==> src/rtl/fft_ctrl_pkg.sv <==
// Shared types and helpers for the radix-2 DIT FFT controller: phase encoding,
// bit reversal and butterfly address/twiddle arithmetic.
package fft_ctrl_pkg;

  localparam int MAX_BITS = 8;

  typedef enum logic [2:0] {
    ST_IDLE    = 3'd0,
    ST_LOAD    = 3'd1,
    ST_COMPUTE = 3'd2,
    ST_DRAIN   = 3'd3,
    ST_UNLOAD  = 3'd4
  } state_e;

  typedef logic [MAX_BITS-1:0] addr_t;

  typedef struct packed {
    addr_t a;
    addr_t b;
    addr_t tw;
  } bf_addr_t;

  // Reverse the low 'bits' bits of v; bits above 'bits' come back as zero.
  function automatic addr_t bit_rev(input addr_t v, input int bits);
    addr_t src;
    addr_t res;
    src = v;
    res = '0;
    for (int i = 0; i < MAX_BITS; i++) begin
      if (i < bits) begin
        res = {res[MAX_BITS-2:0], src[0]};
        src = {1'b0, src[MAX_BITS-1:1]};
      end else begin
        res = res;
      end
    end
    return res;
  endfunction

  function automatic bf_addr_t bf_addr(input addr_t stage, input addr_t j, input int bits);
    addr_t    half;
    addr_t    pos;
    bf_addr_t r;
    half = addr_t'(1) << stage;
    pos  = j & (half - addr_t'(1));
    r.a  = ((j >> stage) << (stage + addr_t'(1))) | pos;
    r.b  = r.a | half;
    r.tw = pos << (bits - 1 - int'(stage));
    return r;
  endfunction

endpackage

==> src/rtl/fft_bf_addr_gen.sv <==
// Combinational butterfly operand address and twiddle index generator for one
// (stage, j) pair.
module fft_bf_addr_gen
  import fft_ctrl_pkg::*;
#(
  parameter int BITS_PER_ROW = 3
) (
  input  logic [BITS_PER_ROW-1:0] stage_i,
  input  logic [BITS_PER_ROW-2:0] j_i,
  output logic [BITS_PER_ROW-1:0] a_o,
  output logic [BITS_PER_ROW-1:0] b_o,
  output logic [BITS_PER_ROW-2:0] tw_o
);

  bf_addr_t bf_s;
  logic     unused_s;

  assign bf_s = bf_addr(addr_t'(stage_i), addr_t'(j_i), BITS_PER_ROW);
  assign a_o  = bf_s.a[BITS_PER_ROW-1:0];
  assign b_o  = bf_s.b[BITS_PER_ROW-1:0];
  assign tw_o = bf_s.tw[BITS_PER_ROW-2:0];
  // Upper bits of the package-width result are zero for legal stage/j values.
  assign unused_s = ^bf_s;

endmodule

==> src/rtl/fft_stage_sequencer.sv <==
// Phase sequencer for the in-place radix-2 DIT FFT over a two-bank ping-pong
// memory: bit-reversed load, log2(N) butterfly stages, natural-order unload.
module fft_stage_sequencer
  import fft_ctrl_pkg::*;
#(
  parameter int N            = 8,
  parameter int BITS_PER_ROW = 3,
  parameter int BF_LAT       = 2
) (
  input  logic                    clk,
  input  logic                    rst_n,
  input  logic                    start_i,
  input  logic                    in_valid_i,
  input  logic                    out_ready_i,
  output logic                    busy_o,
  output logic                    done_o,
  output logic                    load_we_o,
  output logic [BITS_PER_ROW-1:0] load_addr_o,
  output logic [BITS_PER_ROW-1:0] stage_o,
  output logic                    rd_en_o,
  output logic                    rd_bank_o,
  output logic [BITS_PER_ROW-1:0] rd_addr_a_o,
  output logic [BITS_PER_ROW-1:0] rd_addr_b_o,
  output logic [BITS_PER_ROW-2:0] tw_idx_o,
  output logic                    wr_en_o,
  output logic                    wr_bank_o,
  output logic [BITS_PER_ROW-1:0] wr_addr_a_o,
  output logic [BITS_PER_ROW-1:0] wr_addr_b_o,
  output logic                    out_rd_en_o,
  output logic                    out_bank_o,
  output logic [BITS_PER_ROW-1:0] out_addr_o
);

  localparam int B  = BITS_PER_ROW;
  localparam int CW = ($clog2(BF_LAT + 1) > B) ? $clog2(BF_LAT + 1) : B;
  localparam logic [CW-1:0] LAST_SAMPLE = CW'(N - 1);
  localparam logic [CW-1:0] LAST_BF     = CW'(N / 2 - 1);
  localparam logic [CW-1:0] LAST_DRAIN  = CW'(BF_LAT - 1);
  localparam logic [B-1:0]  LAST_STAGE  = B'(B - 1);
  localparam logic          OUT_BANK    = 1'(B % 2);

  typedef struct packed {
    logic         v;
    logic [B-1:0] a;
    logic [B-1:0] b;
    logic         bank;
  } wb_t;

  state_e        state_q, state_d;
  logic [CW-1:0] cnt_q, cnt_d;
  logic [B-1:0]  stage_q, stage_d;
  addr_t         load_rev_s;
  logic [B-1:0]  bf_a_s, bf_b_s;
  logic [B-2:0]  bf_tw_s;
  wb_t           wb_in_s;
  wb_t           wb_q [BF_LAT];
  logic          unused_s;

  fft_bf_addr_gen #(.BITS_PER_ROW(B)) u_addr_gen (
    .stage_i (stage_q),
    .j_i     (cnt_q[B-2:0]),
    .a_o     (bf_a_s),
    .b_o     (bf_b_s),
    .tw_o    (bf_tw_s)
  );

  assign load_rev_s = bit_rev(addr_t'(cnt_q), B);
  assign unused_s   = ^load_rev_s;
  assign stage_o    = stage_q;

  // Phase, shared phase counter and stage registers.
  always_ff @(posedge clk or negedge rst_n) begin
    if (!rst_n) begin
      state_q <= ST_IDLE;
      cnt_q   <= '0;
      stage_q <= '0;
    end else begin
      state_q <= state_d;
      cnt_q   <= cnt_d;
      stage_q <= stage_d;
    end
  end

  // Phase transitions; the counter returns to zero on every phase exit.
  always_comb begin
    state_d = state_q;
    cnt_d   = cnt_q;
    stage_d = stage_q;
    case (state_q)
      ST_IDLE: begin
        if (start_i) state_d = ST_LOAD;
        else         state_d = ST_IDLE;
      end
      ST_LOAD: begin
        if (in_valid_i) begin
          if (cnt_q == LAST_SAMPLE) begin
            state_d = ST_COMPUTE;
            cnt_d   = '0;
          end else begin
            cnt_d = cnt_q + CW'(1);
          end
        end else begin
          cnt_d = cnt_q;
        end
      end
      ST_COMPUTE: begin
        if (cnt_q == LAST_BF) begin
          state_d = ST_DRAIN;
          cnt_d   = '0;
        end else begin
          cnt_d = cnt_q + CW'(1);
        end
      end
      ST_DRAIN: begin
        if (cnt_q == LAST_DRAIN) begin
          cnt_d = '0;
          if (stage_q == LAST_STAGE) begin
            state_d = ST_UNLOAD;
            stage_d = '0;
          end else begin
            state_d = ST_COMPUTE;
            stage_d = stage_q + B'(1);
          end
        end else begin
          cnt_d = cnt_q + CW'(1);
        end
      end
      ST_UNLOAD: begin
        if (out_ready_i) begin
          if (cnt_q == LAST_SAMPLE) begin
            state_d = ST_IDLE;
            cnt_d   = '0;
          end else begin
            cnt_d = cnt_q + CW'(1);
          end
        end else begin
          cnt_d = cnt_q;
        end
      end
      default: begin
        state_d = ST_IDLE;
        cnt_d   = '0;
        stage_d = '0;
      end
    endcase
  end

  // Output decode from registered phase; only the handshake strobes see inputs.
  always_comb begin
    busy_o      = 1'b0;
    load_we_o   = 1'b0;
    load_addr_o = '0;
    rd_en_o     = 1'b0;
    rd_bank_o   = 1'b0;
    rd_addr_a_o = '0;
    rd_addr_b_o = '0;
    tw_idx_o    = '0;
    out_rd_en_o = 1'b0;
    out_bank_o  = 1'b0;
    out_addr_o  = '0;
    done_o      = 1'b0;
    case (state_q)
      ST_IDLE: busy_o = 1'b0;
      ST_LOAD: begin
        busy_o      = 1'b1;
        load_we_o   = in_valid_i;
        load_addr_o = load_rev_s[B-1:0];
      end
      ST_COMPUTE: begin
        busy_o      = 1'b1;
        rd_en_o     = 1'b1;
        rd_bank_o   = stage_q[0];
        rd_addr_a_o = bf_a_s;
        rd_addr_b_o = bf_b_s;
        tw_idx_o    = bf_tw_s;
      end
      ST_DRAIN: busy_o = 1'b1;
      ST_UNLOAD: begin
        busy_o      = 1'b1;
        out_rd_en_o = out_ready_i;
        out_bank_o  = OUT_BANK;
        out_addr_o  = cnt_q[B-1:0];
        // done is qualified by the accept strobe so it marks the last read itself.
        done_o      = out_ready_i && (cnt_q == LAST_SAMPLE);
      end
      default: busy_o = 1'b0;
    endcase
  end

  assign wb_in_s = '{v: rd_en_o, a: rd_addr_a_o, b: rd_addr_b_o, bank: rd_en_o & ~stage_q[0]};

  // Write-back delay line matching the butterfly pipeline; free-running.
  always_ff @(posedge clk or negedge rst_n) begin
    if (!rst_n) begin
      for (int i = 0; i < BF_LAT; i++) wb_q[i] <= '0;
    end else begin
      wb_q[0] <= wb_in_s;
      for (int i = 1; i < BF_LAT; i++) wb_q[i] <= wb_q[i-1];
    end
  end

  assign wr_en_o     = wb_q[BF_LAT-1].v;
  assign wr_bank_o   = wb_q[BF_LAT-1].bank;
  assign wr_addr_a_o = wb_q[BF_LAT-1].a;
  assign wr_addr_b_o = wb_q[BF_LAT-1].b;

endmodule

==> config.mk <==
export PLATFORM = sky130hd
export DESIGN_NAME = fft_stage_sequencer
export DESIGN_NICKNAME = d
export VERILOG_FILES = /design/src/rtl/fft_ctrl_pkg.sv /design/src/rtl/fft_bf_addr_gen.sv /design/src/rtl/fft_stage_sequencer.sv
export SDC_FILE = /design/constraint.sdc
export NUM_CORES = 1
export LEC_CHECK = 0
export CAP_MARGIN = 20
export CORE_ASPECT_RATIO = 1.25
export CORE_MARGIN = 1.5
export CORE_UTILIZATION = 40
export CTS_CLUSTER_SIZE = 30
export DETAILED_ROUTE_END_ITERATION = 12
export GPL_ROUTABILITY_DRIVEN = 0
export GPL_TIMING_DRIVEN = 0
export PLACE_DENSITY = 0.74
export SYNTH_ARGS = -nofsm -noshare
export SYNTH_HDL_FRONTEND = slang
export SYNTH_SLANG_ARGS = --single-unit
==> constraint.sdc <==
create_clock -name clk -period 5.1 [get_ports clk]
set_input_delay 0.765 -clock clk [delete_from_list [all_inputs] [get_ports clk]]
set_output_delay 0.765 -clock clk [all_outputs]
set_load 0.01 [all_outputs]
==> impl_metrics.csv <==
group,metric,value,unit
outcome,status,"complete, but fails checks",
outcome,violations,"design-rule violations",
setup_path,cp_data_arrival_time,2.77,ns
finish,design_area,1970,sq um
yosys,yosysWarnings,0,
finish,drive_gt1_share,17.8,%
finish,post-route-util,55.5,%
drt,ant_nets,0,
pwr,power_leakage,0.896,nW
timing,rsz0062_at_grt,"no",
setup_path,path_max_fanout,10,
die,start_util,42.3,%
pwr,ir_drop,0.000388,V
drt,drtIter0Drc,26,
global_route,grt_pass1_wl,5380,um
finish,n_antenna_cell,0,
clock_tree,clock_latency,0.27,ns
yosys,ys_seq_area_share,41.8,%
setup_path,cp-start-kind,"flop",
placement,hpwl,2460,um
worst_hold_path,hold_class,"flop to flop",
finish,final_net_count,206,
yosys,synth_fp_nets,164,
timing,fmax,0.283,GHz
timing,slew_violations,0,
setup_path,endpoint_kind,"output port",
timing,post-route-min-period,3.54,ns
clock_tree,clock_path_buffers,2,
global_route,grt_pass1_vias,1183,
global_route,antenna_found_initial,0,
yosys,synthTopCellsByArea,"dfrtp_1, ha_1, buf_4",
setup_path,cp.required,4.34,ns
clock_tree,post-cts-setup-buffers,0,
global_route,grt_usage,17.0,%
yosys,synth_cell_types,42,
timing,setup_violations,0,
timing,slew_headroom,56.9,%
drt,routed_wl,3240,um
yosys,synthCells,150,
die,die_h,71.4,um
yosys,yosysTopAreaCell,"dfrtp_1",
global_route,grt_max_degree,26,
drt,first_pass_iters,8,
yosys,avgSynthCellArea,9.98,sq um
drt,vias_per_cell,5.19,
clock_tree,cts-root-buf,"clkbuf_8",
finish,final_common_cell,"clkdlybuf4s50_1",
timing,tightest_slew,0.630,ns
drt,drt_drc_violations_left,6,
die,die_area,4120,sq um
yosys,synth_area,1500,sq um
setup_path,critPathKind,"flop to output port",
die,io_pins,37,
timing,hold_viol_final,0,
yosys,synth-async-reset-ratio,100,%
timing,clock_skew,0.00154,ns
placement,portBuffers,36,
placement,dp_slack,1.89,ns
finish,layout_common_cells,"clkdlybuf4s50_1, dfrtp_1, nor2_1",
clock_tree,h-tree-depth,1,
clock_tree,cts_buffers,3,
pwr,p_total,1.38,mW
yosys,synth_edf_count,0,
global_route,grt_remaining_overflow,0,
finish,area_growth,31.3,%
timing,fin_setup_tns,0,ns
placement,placed_area,1910,sq um
pwr,p_per_area,700,nW/um^2
clock_tree,clk_pin_slew,0.08,ns
clock_tree,cts_tree,"yes",
clock_tree,post_cts_resized,0,
timing,fin_ws,1.56,ns
yosys,yosysTopAreaCellShare,41.8,%
yosys,synth_seq_cells,25,
yosys,synth_ff_type,"dfrtp_1",
timing,timing.final.crit_share,69.3,%
clock_tree,ctsHoldBuffers,0,
drt,wl_per_cell,14.1,um
flow_run,maxCapViolations,0,
drt,num_vias,1193,
die,die_w,57.7,um
die,core_area,3540,sq um
clock_tree,cts_sinks,25,
die,row_count,24,
[Yosys cell counts (2+ instances only)]
library cell / instances
mux2_1: 2
a21oi_1: 9
dfrtp_1: 25
nor2_1: 16
buf_6: 3
mux2i_1: 2
nand2b_1: 6
nand3_1: 3
xnor2_1: 4
nand2_1: 7
and2_1: 3
buf_4: 13
o21ai_2: 3
nor2b_1: 3
buf_2: 3
o21ai_1: 3
inv_1: 6
nor3_1: 6
ha_1: 9
nor3b_1: 2
[flip-flops by register name, indices dropped and copies added, names as in the netlist]
| signal | cells |
|---|---|
| wr_addr_b_o | 3 |
| wr_addr_a_o | 3 |
| wb_q | 8 |
| wr_bank_o | 1 |
| wr_en_o | 1 |
| cnt_q | 3 |
| stage_o | 3 |
| state_q | 3 |
[critical path, stage by stage, from the launching register on]
cell             delay [ns]
dfrtp_1                0.41
buf_2                  0.25
inv_1                  0.12
ha_1                   0.36
nor3_1                 0.31
nand3_1                0.14
a31oi_1                0.25
buf_4                  0.14
clkdlybuf4s50_1        0.52
[path summary, 6_finish.rpt]
path | startpoint | endpoint | slack, ns | cells past startpoint
max reg2reg | cnt_q[0]$_DFFE_PN0P_ | state_q[0]$_DFFE_PN0P_ | 3.12 | 6
min in group asynchronous | rst_n | stage_o[0]$_DFFE_PN0P_ | 0.83 | 1
max | stage_o[0]$_DFFE_PN0P_ | rd_addr_b_o[0] | 1.56 | 8
max in group asynchronous | rst_n | wr_addr_a_o[2]$_DFF_PN0_ | 3.79 | 2
min reg2reg | wb_q[8]$_DFF_PN0_ | wr_bank_o$_DFF_PN0_ | 0.35 | 0
min | wb_q[8]$_DFF_PN0_ | wr_bank_o$_DFF_PN0_ | 0.35 | 0
[stage by stage]
step | instances | hold slack (ns)
finish | 230 | 0.352
global route | 230 | 0.371
CTS | 229 | 0.355
detailed placement | 225 | 0.336
global placement | 225 | 0.332
floorplan | 150 | 0.331
[layer usage]
layer	GRT usage [%]	wire length, um
met5	0	0
met4	9.04	90
met3	2.35	177
met2	30.7	1750
met1	18.9	1230
[logic make-up after synthesis]
kind of cell	count (synthesis)	synth area share, %
buffers and inverters	26	11.5
XOR/XNOR	4	2.34
flip-flops	25	41.8
AO/OA/AOI/OAI	28	14.2
AND/OR/NAND/NOR	54	19.8
multiplexers	4	2.84
adder cells (fa/ha/maj)	9	7.52
[power by group]
group	internal, mW	switching, mW
Clock	0.0559	0.0616
Combinational	0.478	0.440
Sequential	0.281	0.0602
[final cells by class]
class	instances	area, sq um
Timing Repair Buffer	37	375
Tap cell	39	48.8
Fill cell	331	1580
Inverter	7	26.3
Multi-Input combinational cell	99	699
Buffer	19	146
Clock buffer	4	45.0
Sequential cell	25	626
No activity file was read; power rests on OpenSTA's default activity.
